`src/rtl/flag_update_sequencer_if.sv`:
```
// Request/strobe bundle between the microcode sequencer and the F-register
// write sequencer.
interface flag_update_sequencer_if #(
  parameter int SEL_W   = 6,
  parameter int CLASS_W = 4
);
  logic               upd_valid;
  logic [CLASS_W-1:0] upd_class;
  logic               upd_repeat;
  logic               popf_valid;
  logic               ex_valid;
  logic [7:0]         F;
  logic               ready;
  logic               PF_Write_S;
  logic               PF_Write_Z;
  logic               PF_Write_H;
  logic               PF_Write_PV;
  logic               PF_Write_N;
  logic               PF_Write_C;
  logic [SEL_W-1:0]   PF_Select;
  logic               PR_Write_F;
  logic               PR_Ex;
  logic               rpt_valid;
  logic               rpt_taken;

  modport master (
    output upd_valid, upd_class, upd_repeat, popf_valid, ex_valid, F,
    input  ready, PF_Write_S, PF_Write_Z, PF_Write_H, PF_Write_PV,
           PF_Write_N, PF_Write_C, PF_Select, PR_Write_F, PR_Ex,
           rpt_valid, rpt_taken
  );

  modport slave (
    input  upd_valid, upd_class, upd_repeat, popf_valid, ex_valid, F,
    output ready, PF_Write_S, PF_Write_Z, PF_Write_H, PF_Write_PV,
           PF_Write_N, PF_Write_C, PF_Select, PR_Write_F, PR_Ex,
           rpt_valid, rpt_taken
  );
endinterface

```
`src/rtl/flag_update_sequencer.sv`:
```
// Sequences every write to F: arbitrates POP AF, ALU flag updates and EX AF,AF',
// and produces the repeat decision for LDI/LDD/CPI/CPD block forms.
module flag_update_sequencer #(
  parameter int SEL_W   = 6,
  parameter int CLASS_W = 4
) (
  input  logic                    Clk,
  input  logic                    Reset,
  flag_update_sequencer_if.slave  bus
);
  typedef enum logic [1:0] {IDLE, ISSUE, SETTLE, DECIDE} state_t;
  typedef enum logic [1:0] {SRC_NONE, SRC_POPF, SRC_UPD, SRC_EX} src_t;

  localparam logic [CLASS_W-1:0] CLS_BLOCK_LD = CLASS_W'(8);
  localparam logic [CLASS_W-1:0] CLS_BLOCK_CP = CLASS_W'(9);

  state_t             state;
  logic               ready_q;
  logic [5:0]         strobe_q;
  logic [SEL_W-1:0]   select_q;
  logic               write_f_q;
  logic               ex_q;
  logic               rpt_valid_q;
  logic               rpt_taken_q;

  logic               pend_upd;
  logic [CLASS_W-1:0] pend_upd_class;
  logic               pend_upd_repeat;
  logic               pend_ex;
  logic [CLASS_W-1:0] cur_class;
  logic               cur_repeat;

  src_t               pick;
  logic [CLASS_W-1:0] pick_class;
  logic               pick_repeat;
  logic [5:0]         pick_mask;
  logic [SEL_W-1:0]   pick_sel;
  logic               pick_reserved;
  logic               nxt_pend_upd;
  logic [CLASS_W-1:0] nxt_pend_upd_class;
  logic               nxt_pend_upd_repeat;
  logic               nxt_pend_ex;

  // Mask bit order is {S, Z, H, PV, N, C}.
  always_comb begin
    pick_mask     = 6'b000000;
    pick_sel      = '0;
    pick_reserved = 1'b0;
    case (int'(pick_class))
      0:       begin pick_mask = 6'b111111; pick_sel = SEL_W'(7);  end
      1:       begin pick_mask = 6'b111111; pick_sel = SEL_W'(15); end
      2:       begin pick_mask = 6'b111111; pick_sel = SEL_W'(19); end
      3:       begin pick_mask = 6'b111111; pick_sel = SEL_W'(21); end
      4:       begin pick_mask = 6'b111110; pick_sel = SEL_W'(23); end
      5:       begin pick_mask = 6'b001011; pick_sel = SEL_W'(26); end
      6:       begin pick_mask = 6'b001011; pick_sel = SEL_W'(28); end
      7:       begin pick_mask = 6'b111111; pick_sel = SEL_W'(24); end
      8:       begin pick_mask = 6'b001110; pick_sel = SEL_W'(17); end
      9:       begin pick_mask = 6'b111110; pick_sel = SEL_W'(34); end
      10:      begin pick_mask = 6'b001011; pick_sel = SEL_W'(29); end
      11:      begin pick_mask = 6'b111101; pick_sel = SEL_W'(22); end
      default: pick_reserved = 1'b1;
    endcase
  end

  // Fresh requests are taken only in IDLE; parked losers drain once any repeat decision is out.
  always_comb begin
    pick                = SRC_NONE;
    pick_class          = pend_upd_class;
    pick_repeat         = pend_upd_repeat;
    nxt_pend_upd        = pend_upd;
    nxt_pend_upd_class  = pend_upd_class;
    nxt_pend_upd_repeat = pend_upd_repeat;
    nxt_pend_ex         = pend_ex;
    if (state == IDLE && ready_q) begin
      if (bus.popf_valid) begin
        pick                = SRC_POPF;
        nxt_pend_upd        = bus.upd_valid;
        nxt_pend_upd_class  = bus.upd_class;
        nxt_pend_upd_repeat = bus.upd_repeat;
        nxt_pend_ex         = bus.ex_valid;
      end else if (bus.upd_valid) begin
        pick        = SRC_UPD;
        pick_class  = bus.upd_class;
        pick_repeat = bus.upd_repeat;
        nxt_pend_ex = bus.ex_valid;
      end else if (bus.ex_valid) begin
        pick = SRC_EX;
      end
    end else if ((state == ISSUE && !cur_repeat) || state == DECIDE) begin
      if (pend_upd) begin
        pick         = SRC_UPD;
        nxt_pend_upd = 1'b0;
      end else if (pend_ex) begin
        pick        = SRC_EX;
        nxt_pend_ex = 1'b0;
      end
    end
  end

  always_ff @(posedge Clk) begin
    if (Reset) begin
      state           <= IDLE;
      ready_q         <= 1'b1;
      strobe_q        <= '0;
      select_q        <= '0;
      write_f_q       <= 1'b0;
      ex_q            <= 1'b0;
      rpt_valid_q     <= 1'b0;
      rpt_taken_q     <= 1'b0;
      pend_upd        <= 1'b0;
      pend_upd_class  <= '0;
      pend_upd_repeat <= 1'b0;
      pend_ex         <= 1'b0;
      cur_class       <= '0;
      cur_repeat      <= 1'b0;
    end else begin
      strobe_q        <= '0;
      select_q        <= '0;
      write_f_q       <= 1'b0;
      ex_q            <= 1'b0;
      rpt_valid_q     <= 1'b0;
      rpt_taken_q     <= 1'b0;
      pend_upd        <= nxt_pend_upd;
      pend_upd_class  <= nxt_pend_upd_class;
      pend_upd_repeat <= nxt_pend_upd_repeat;
      pend_ex         <= nxt_pend_ex;
      if (state == SETTLE) begin
        // F has now captured the block instruction's flag update.
        state       <= DECIDE;
        ready_q     <= 1'b0;
        rpt_valid_q <= 1'b1;
        if (cur_class == CLS_BLOCK_LD)
          rpt_taken_q <= (bus.F & 8'h04) != 8'h00;
        else if (cur_class == CLS_BLOCK_CP)
          rpt_taken_q <= (bus.F & 8'h44) == 8'h04;
      end else if (pick != SRC_NONE) begin
        state      <= ISSUE;
        ready_q    <= 1'b0;
        cur_repeat <= 1'b0;
        case (pick)
          SRC_POPF: write_f_q <= 1'b1;
          SRC_EX:   ex_q      <= 1'b1;
          SRC_UPD: begin
            strobe_q   <= pick_mask;
            select_q   <= pick_reserved ? '0 : pick_sel;
            cur_class  <= pick_class;
            cur_repeat <= pick_repeat & ~pick_reserved;
          end
          default: ;
        endcase
      end else if (state == ISSUE && cur_repeat) begin
        state   <= SETTLE;
        ready_q <= 1'b0;
      end else begin
        state      <= IDLE;
        ready_q    <= 1'b1;
        cur_repeat <= 1'b0;
      end
    end
  end

  assign bus.ready       = ready_q;
  assign bus.PF_Write_S  = strobe_q[5];
  assign bus.PF_Write_Z  = strobe_q[4];
  assign bus.PF_Write_H  = strobe_q[3];
  assign bus.PF_Write_PV = strobe_q[2];
  assign bus.PF_Write_N  = strobe_q[1];
  assign bus.PF_Write_C  = strobe_q[0];
  assign bus.PF_Select   = select_q;
  assign bus.PR_Write_F  = write_f_q;
  assign bus.PR_Ex       = ex_q;
  assign bus.rpt_valid   = rpt_valid_q;
  assign bus.rpt_taken   = rpt_taken_q;
endmodule
```
`src/flat_wrapper.sv`:
```
// flat-port wrapper written by rule: the top's interface ports become plain ports
module flag_update_sequencer_flat 
#(
  parameter int SEL_W   = 6,
  parameter int CLASS_W = 4
)
  (Clk, Reset, bus_upd_valid, bus_upd_class, bus_upd_repeat, bus_popf_valid, bus_ex_valid, bus_F, bus_ready, bus_PF_Write_S, bus_PF_Write_Z, bus_PF_Write_H, bus_PF_Write_PV, bus_PF_Write_N, bus_PF_Write_C, bus_PF_Select, bus_PR_Write_F, bus_PR_Ex, bus_rpt_valid, bus_rpt_taken);
  flag_update_sequencer_if #(.SEL_W(SEL_W), .CLASS_W(CLASS_W)) bus_i ();
  input  logic Clk;
  input  logic Reset;
  input wire logic [$bits(bus_i.upd_valid)-1:0] bus_upd_valid;
  input wire logic [$bits(bus_i.upd_class)-1:0] bus_upd_class;
  input wire logic [$bits(bus_i.upd_repeat)-1:0] bus_upd_repeat;
  input wire logic [$bits(bus_i.popf_valid)-1:0] bus_popf_valid;
  input wire logic [$bits(bus_i.ex_valid)-1:0] bus_ex_valid;
  input wire logic [$bits(bus_i.F)-1:0] bus_F;
  output wire logic [$bits(bus_i.ready)-1:0] bus_ready;
  output wire logic [$bits(bus_i.PF_Write_S)-1:0] bus_PF_Write_S;
  output wire logic [$bits(bus_i.PF_Write_Z)-1:0] bus_PF_Write_Z;
  output wire logic [$bits(bus_i.PF_Write_H)-1:0] bus_PF_Write_H;
  output wire logic [$bits(bus_i.PF_Write_PV)-1:0] bus_PF_Write_PV;
  output wire logic [$bits(bus_i.PF_Write_N)-1:0] bus_PF_Write_N;
  output wire logic [$bits(bus_i.PF_Write_C)-1:0] bus_PF_Write_C;
  output wire logic [$bits(bus_i.PF_Select)-1:0] bus_PF_Select;
  output wire logic [$bits(bus_i.PR_Write_F)-1:0] bus_PR_Write_F;
  output wire logic [$bits(bus_i.PR_Ex)-1:0] bus_PR_Ex;
  output wire logic [$bits(bus_i.rpt_valid)-1:0] bus_rpt_valid;
  output wire logic [$bits(bus_i.rpt_taken)-1:0] bus_rpt_taken;
  assign bus_i.upd_valid = bus_upd_valid;
  assign bus_i.upd_class = bus_upd_class;
  assign bus_i.upd_repeat = bus_upd_repeat;
  assign bus_i.popf_valid = bus_popf_valid;
  assign bus_i.ex_valid = bus_ex_valid;
  assign bus_i.F = bus_F;
  assign bus_ready = bus_i.ready;
  assign bus_PF_Write_S = bus_i.PF_Write_S;
  assign bus_PF_Write_Z = bus_i.PF_Write_Z;
  assign bus_PF_Write_H = bus_i.PF_Write_H;
  assign bus_PF_Write_PV = bus_i.PF_Write_PV;
  assign bus_PF_Write_N = bus_i.PF_Write_N;
  assign bus_PF_Write_C = bus_i.PF_Write_C;
  assign bus_PF_Select = bus_i.PF_Select;
  assign bus_PR_Write_F = bus_i.PR_Write_F;
  assign bus_PR_Ex = bus_i.PR_Ex;
  assign bus_rpt_valid = bus_i.rpt_valid;
  assign bus_rpt_taken = bus_i.rpt_taken;
  flag_update_sequencer #(.SEL_W(SEL_W), .CLASS_W(CLASS_W)) u_core (.Clk(Clk), .Reset(Reset), .bus(bus_i));
endmodule
```
`config.mk`:
```
export PLATFORM = sky130hd
export DESIGN_NAME = flag_update_sequencer_flat
export DESIGN_NICKNAME = d
export VERILOG_FILES = /design/src/rtl/flag_update_sequencer_if.sv /design/src/rtl/flag_update_sequencer.sv /design/src/flat_wrapper.sv
export SDC_FILE = /design/constraint.sdc
export NUM_CORES = 1
export LEC_CHECK = 0
export ABC_AREA = 1
export CAP_MARGIN = 25
export CELL_PAD_IN_SITES_DETAIL_PLACEMENT = 2
export CELL_PAD_IN_SITES_GLOBAL_PLACEMENT = 2
export CORE_MARGIN = 2
export CORE_UTILIZATION = 26
export DETAILED_ROUTE_END_ITERATION = 8
export GPL_TIMING_DRIVEN = 0
export PLACE_DENSITY = 0.74
export SYNTH_ARGS = -nofsm -noshare
export SYNTH_HDL_FRONTEND = slang
export SYNTH_SLANG_ARGS = --single-unit
```
`constraint.sdc`:
```
create_clock -name Clk -period 1.6 [get_ports Clk]
set_input_delay 0.32 -clock Clk [delete_from_list [all_inputs] [get_ports Clk]]
set_output_delay 0.32 -clock Clk [all_outputs]
set_load 0.01 [all_outputs]
```
==> out/metrics.cfg, run 1 <==
[setup_path]
reg2reg_slack_ns = 0.11
critPathMaxStageDelay_ns = 0.55
endpoint_kind = output port
worst_ep_required_time_ns = 1.28
cp.arrival_ns = 1.25
cp-start-kind = flop
critPathBufInv = 1
worst_r2r_path_depth = 9
path_cells = clkdlybuf4s50_1
r2r-start = u_core.state[0]
cp_num_cells = 1
crit_slowest_cell = clkdlybuf4s50_1
r2r-end = u_core.strobe_q[4]
path_class = reg2out
crit_start = u_core.bus.ready
critPathMaxFanout = 7
endpoint = bus_ready
path_delay_family = buffers and inverters

[clock_tree]
cts_root_buffer = clkbuf_8
clk_latency_ns = 0.29
cts_buffers = 5
cts.sinks = 30
clockBufferDepth = 2
clk_pin_slew_ns = 0.06
htreeDepth = 2
hold_buffers = 0
cts_tree = done

[place]
portBuffers = 28
routabilityCongestion = 0.7500
dpl_worst_slack_ns = -0.5822
place_area_mm2 = 0.001758
placed_cells = 288
place_hpwl_um = 2984

[synth]
synthCells = 190
yosysSeqAreaShare_pct = 43.20
synth_top_family_by_area = simple AND/OR/NAND/NOR gates
synth.top_cell.area_share_pct = 43.20
synth_xor_area_share_pct = 0
netlist-cell-type-count = 25
synth-simple-area-share_pct = 35.46
syn-num-nets = 208
syn_area_mm2 = 0.001390
yosys.area_share.adder_pct = 0
synth_edf_count = 0
yosys-mux-area-fraction_pct = 0
synth_async_sr_flop_share_pct = 0
syn_area_per_cell_um2 = 7.316
synth_top_area_cell = dfxtp_1
synth_common_cells = nand2_1, dfxtp_1, inv_1, nor2_1, a21oi_1
synth_compound_area_share_pct = 13.50
yosysMostFrequentCell = nand2_1
netlist_top_cells_area = dfxtp_1, nand2_1, a21oi_1, inv_1, nor2_1
yosys_register_bits = 30
synth_ff_type = dfxtp_1
yosysWarningCount = 0

[global_routing]
grt_overflow = 0
antenna_found_initial = 0
grt_usage_pct = 14.29
grt_max_degree = 11
grt_pass1_vias = 1393
grt_pass1_wl_um = 6610

[flow_run]
drv_cap = 0

[layout]
fillers = 635
diodes = 0
fin_util_pct = 38.39
num-nets-final = 250
layout.cell_area.non_filler_mm2 = 0.001973
drive_gt1_share_pct = 22.75
area_growth_pct = 41.94
fin_cells = 303

[sta]
fin_ws_ns = 0.03321
tightest_slew_ns = 0.2523
maxSlewHeadroom_pct = 83.18
period_share_pct = 97.92
finalHoldViolCount = 0
min_period_ns = 1.567
rsz0062_at_grt = yes
setup_viol = 0
fin_tns_setup_ns = 0
drv_slew = 0
fin_skew_ns = 0.005642
fmax_mhz = 638.2
hold_ws_ns = 0.4483

[detailed_routing]
firstDrtPassIters = 4
drc = 0
antenna_left = 0
vias_per_cell = 4.528
drt_iter0_drc = 47
vias = 1372
totalWireLength_um = 4021
wire_per_inst_um = 13.27

[pwr]
powerDensity_mw_per_mm2 = 1311
total_power_mw = 2.588
vdd_drop_max_mv = 0.5711
p_leak_nw = 0.8683

[floorplan]
die_x_um = 77.12
die_area_mm2 = 0.005947
start_util_pct = 27.04
die_h_um = 77.12
num_rows = 26
coreArea_mm2 = 0.005140
io-pin-count = 35

[hold_path]
min_from = u_core.cur_class[0]
hold_path_class = reg2reg

[run_status]
status = complete, no violations

-- placed cells by master, fill, tap and decap left out, types with 2 or more instances in the layout --
cell type	netlist	final
nand2_4	0	2
inv_1	20	19
nand2_2	4	10
clkdlybuf4s50_1	0	25
dfxtp_2	0	2
nor2_1	19	16
nand2_1	46	38
nor3_1	2	2
nand3_2	1	2
o21ai_0	9	9
a31oi_1	2	2
o21ai_2	2	2
dlygate4sd2_1	0	2
clkbuf_8	0	6
nand3_1	14	13
dfxtp_1	30	27
nor2_2	3	5
nor2_4	3	4
nand4_1	3	3
o21ai_1	4	4
a21oi_1	17	16
inv_2	2	4
buf_4	1	7
nand3_4	2	2
-- sequential cells by signal, summed over array words and instances (netlist names) --
signal	count
u_core.pend_upd_class	4
u_core.pend_ex	1
u_core.bus.ready	1
u_core.strobe_q	5
u_core.pend_upd	1
u_core.bus.PF_Select	6
u_core.bus.PR_Write_F	1
u_core.bus.rpt_taken	1
u_core.bus.rpt_valid	1
u_core.cur_repeat	1
u_core.pend_upd_repeat	1
u_core.state	2
u_core.bus.PR_Ex	1
u_core.cur_class	4
-- layout make-up --
| class | count | area, µm² | area share (%) |
|---|---|---|---|
| multi-input cells | 134 | 732.0 | 37.10 |
| flip-flops and latches | 30 | 606.8 | 30.75 |
| repair buffers | 35 | 345.3 | 17.50 |
| well taps | 70 | 87.58 | 4.439 |
| clock buffers | 7 | 86.33 | 4.375 |
| inverters | 23 | 86.33 | 4.375 |
| plain buffers | 3 | 23.77 | 1.205 |
| clock inverters | 1 | 5.005 | 0.2536 |
-- kinds of logic after synthesis --
logic type	after synthesis
AOI/OAI and AO/OA	35
buffers and inverters	26
DFF	30
and+or+nand+nor	99
-- per-layer routing --
metal	track usage, %	part of all wire, %
met4	5.357	1.4
met1	16.35	43
met3	5.059	3.8
met2	24.35	52
met5	0	0
-- report_power, final --
part / internal (mW) / switching, mW
registers: 0.879 / 0.0848
clock network: 0.346 / 0.282
logic: 0.404 / 0.590
total: 1.63 / 0.957
-- worst min path at each step --
stage	end	cells after the start
finish	u_core.bus.rpt_taken	1
global route	u_core.bus.rpt_taken	1
CTS	u_core.bus.rpt_taken	1
detailed placement	u_core.bus.rpt_taken	1
global placement	u_core.bus.rpt_taken	1
floorplan	u_core.cur_repeat	1
-- repair_timing --
action | CTS | global route
pin swaps | 1 | 4
hold endpoints to repair | 0 | 0
cloned | 0 | 0
buffers inserted | 1 | 6
gates resized for setup | 12 | 14
endpoints found under the setup margin | 18 | 22
Note: power is estimated with default switching activity, not from simulation.
==> run 2, diff against run 1 <==
Settings changed: SKIP_LAST_GASP set to 1, SLEW_MARGIN set to 20.
==> out/metrics.cfg, run 2 (synthesis results as in run 1) <==
[clock_tree]
cts_tree = done
cts_buffers = 5  ; unchanged
hold_buffers = 0  ; unchanged
cts_root_buffer = clkbuf_8
clk_pin_slew_ns = 0.06  ; about the same
cts.sinks = 30  ; unchanged
clk_latency_ns = 0.29  ; about the same
htreeDepth = 2  ; unchanged
clockBufferDepth = 2  ; unchanged

[pwr]
comb_power_share_pct = 38.1  ; -0.3 points
p_leak_nw = 0.8650  ; -0.38%
p_sw_share_pct = 36.78  ; -0.22 points
vdd_drop_max_mv = 0.5759  ; +0.84%
clkPwrFrac_pct = 24.4  ; about the same
p_seq_share_pct = 37.5  ; +0.2 points
powerDensity_mw_per_mm2 = 1311  ; about the same
intPower_mw = 1.624  ; -0.40%
p_switching_uw = 944.5  ; -1.4%

[floorplan]
start_util_pct = 27.04  ; unchanged
die_h_um = 77.12  ; unchanged
num_rows = 26  ; unchanged
die_x_um = 77.12  ; unchanged
die_area_mm2 = 0.005947  ; unchanged
io-pin-count = 35  ; unchanged
coreArea_mm2 = 0.005140  ; unchanged

[detailed_routing]
antenna_left = 0  ; unchanged
firstDrtPassIters = 4  ; unchanged
vias = 1366  ; -0.44%
drc = 0  ; unchanged
wire_per_inst_um = 13.24  ; -0.22%
vias_per_cell = 4.508  ; -0.44%
totalWireLength_um = 4012  ; -0.22%
drt_iter0_drc = 50  ; +6.4%

[global_routing]
grt_overflow = 0  ; unchanged
antenna_found_initial = 0  ; unchanged
grt_pass1_vias = 1393  ; unchanged
grt_pass1_wl_um = 6610  ; unchanged
grt_max_degree = 11  ; unchanged
grt_usage_pct = 14.29  ; unchanged

[hold_path]
hold_path_class = reg2reg

[run_status]
status = complete, no violations

[setup_path]
cp-start-kind = flop
critPathMaxStageDelay_ns = 0.55  ; about the same
critPathMaxFanout = 7  ; unchanged
cp.arrival_ns = 1.25  ; about the same
path_cells = clkdlybuf4s50_1
worst_ep_required_time_ns = 1.28  ; about the same
path_delay_family = buffers and inverters
endpoint_kind = output port
critPathBufInv = 1  ; unchanged
path_class = reg2out
crit_slowest_cell = clkdlybuf4s50_1

[sta]
period_share_pct = 97.83  ; about the same
fmax_mhz = 638.9  ; about the same
finalHoldViolCount = 0  ; unchanged
fin_tns_setup_ns = 0  ; unchanged
tightest_slew_ns = 0.2523  ; unchanged
drv_slew = 0  ; unchanged
setup_viol = 0  ; unchanged
rsz0062_at_grt = yes
min_period_ns = 1.565  ; -0.001521 ns
fin_ws_ns = 0.03473  ; +0.001521 ns
fin_skew_ns = 0.005631  ; -0.00001085 ns
maxSlewHeadroom_pct = 83.18  ; unchanged

[place]
routabilityCongestion = 0.7500  ; unchanged
placed_cells = 288  ; unchanged
portBuffers = 28  ; unchanged
place_hpwl_um = 2984  ; unchanged
dpl_worst_slack_ns = -0.5822  ; unchanged

[layout]
drive_gt1_share_pct = 21.03  ; -1.7 points
diodes = 0  ; unchanged
multi_input_area_um2 = 718.2  ; -1.9%
fillers = 641  ; +0.94%
largest_reg_flops = 6  ; unchanged
fin_cells = 303  ; unchanged
regArea_um2 = 606.8  ; unchanged
final_common_cell = nand2_1
final_cell_mix = nand2_1, dfxtp_1, clkdlybuf4s50_1, inv_1
num-nets-final = 250  ; unchanged
area_growth_pct = 40.95

[flow_run]
drv_cap = 0  ; unchanged

run 2: changes by cell type in the layout (fill, tap and decap cells not counted), sizes merged:
cell | before | now
inv | 23 | 22
clkinv | 1 | 2
run 2: cell type report:
cell class	instances	share of cell area, %
clock buffers	7	4.406
inverters	23	4.406
flip-flops and latches	30	30.97
well taps	70	4.470
repair buffers	35	17.62
clock inverters	1	0.2554
multi-input cells	134	36.65
plain buffers	3	1.213
run 2: worst paths after layout:
check | startpoint | to | slack (ns) | depth (start not counted)
max | u_core.bus.ready | bus_ready | 0.03 | 1
min | u_core.cur_class[0] | u_core.bus.rpt_taken | 0.45 | 1
max reg2reg | u_core.state[0] | u_core.strobe_q[4] | 0.12 | 9
min reg2reg | u_core.cur_class[0] | u_core.bus.rpt_taken | 0.45 | 1
run 2: metal layers:
layer | global-route usage [%] | part of all wire [%] | vias to the layer above
li1 | - | - | 695
met1 | 16.35 | 43 | 644
met2 | 24.35 | 51 | 20
met3 | 5.059 | 3.8 | 7
met4 | 5.357 | 1.4 | 0
met5 | 0 | 0 | -
run 2: repair_timing:
item	CTS	global route
setup endpoints to repair	18	22
gates resized for setup	12	9
pin swaps	1	4
setup buffers	1	6
run 2: power by group through the flow:
stage	combinational [mW]	sequential (mW)	clock, mW
global route	1.10	0.979	0.691
floorplan	0.560	0.980	0
CTS	0.913	0.962	0.656
finish	0.978	0.963	0.626
global placement	0.871	0.969	0
detailed placement	0.884	0.974	0
run 2: per-stage QoR:
stage,total power [mW],hold slack (ns),area (µm²),utilization (%)
finish,2.568,0.4483,1959,38.12
global route,2.771,0.4974,1959,38.12
CTS,2.530,0.4637,1888,36.73
detailed placement,1.858,0.4545,1758,34.20
global placement,1.840,0.4424,1758,34.20
floorplan,1.540,0.3891,1390,-
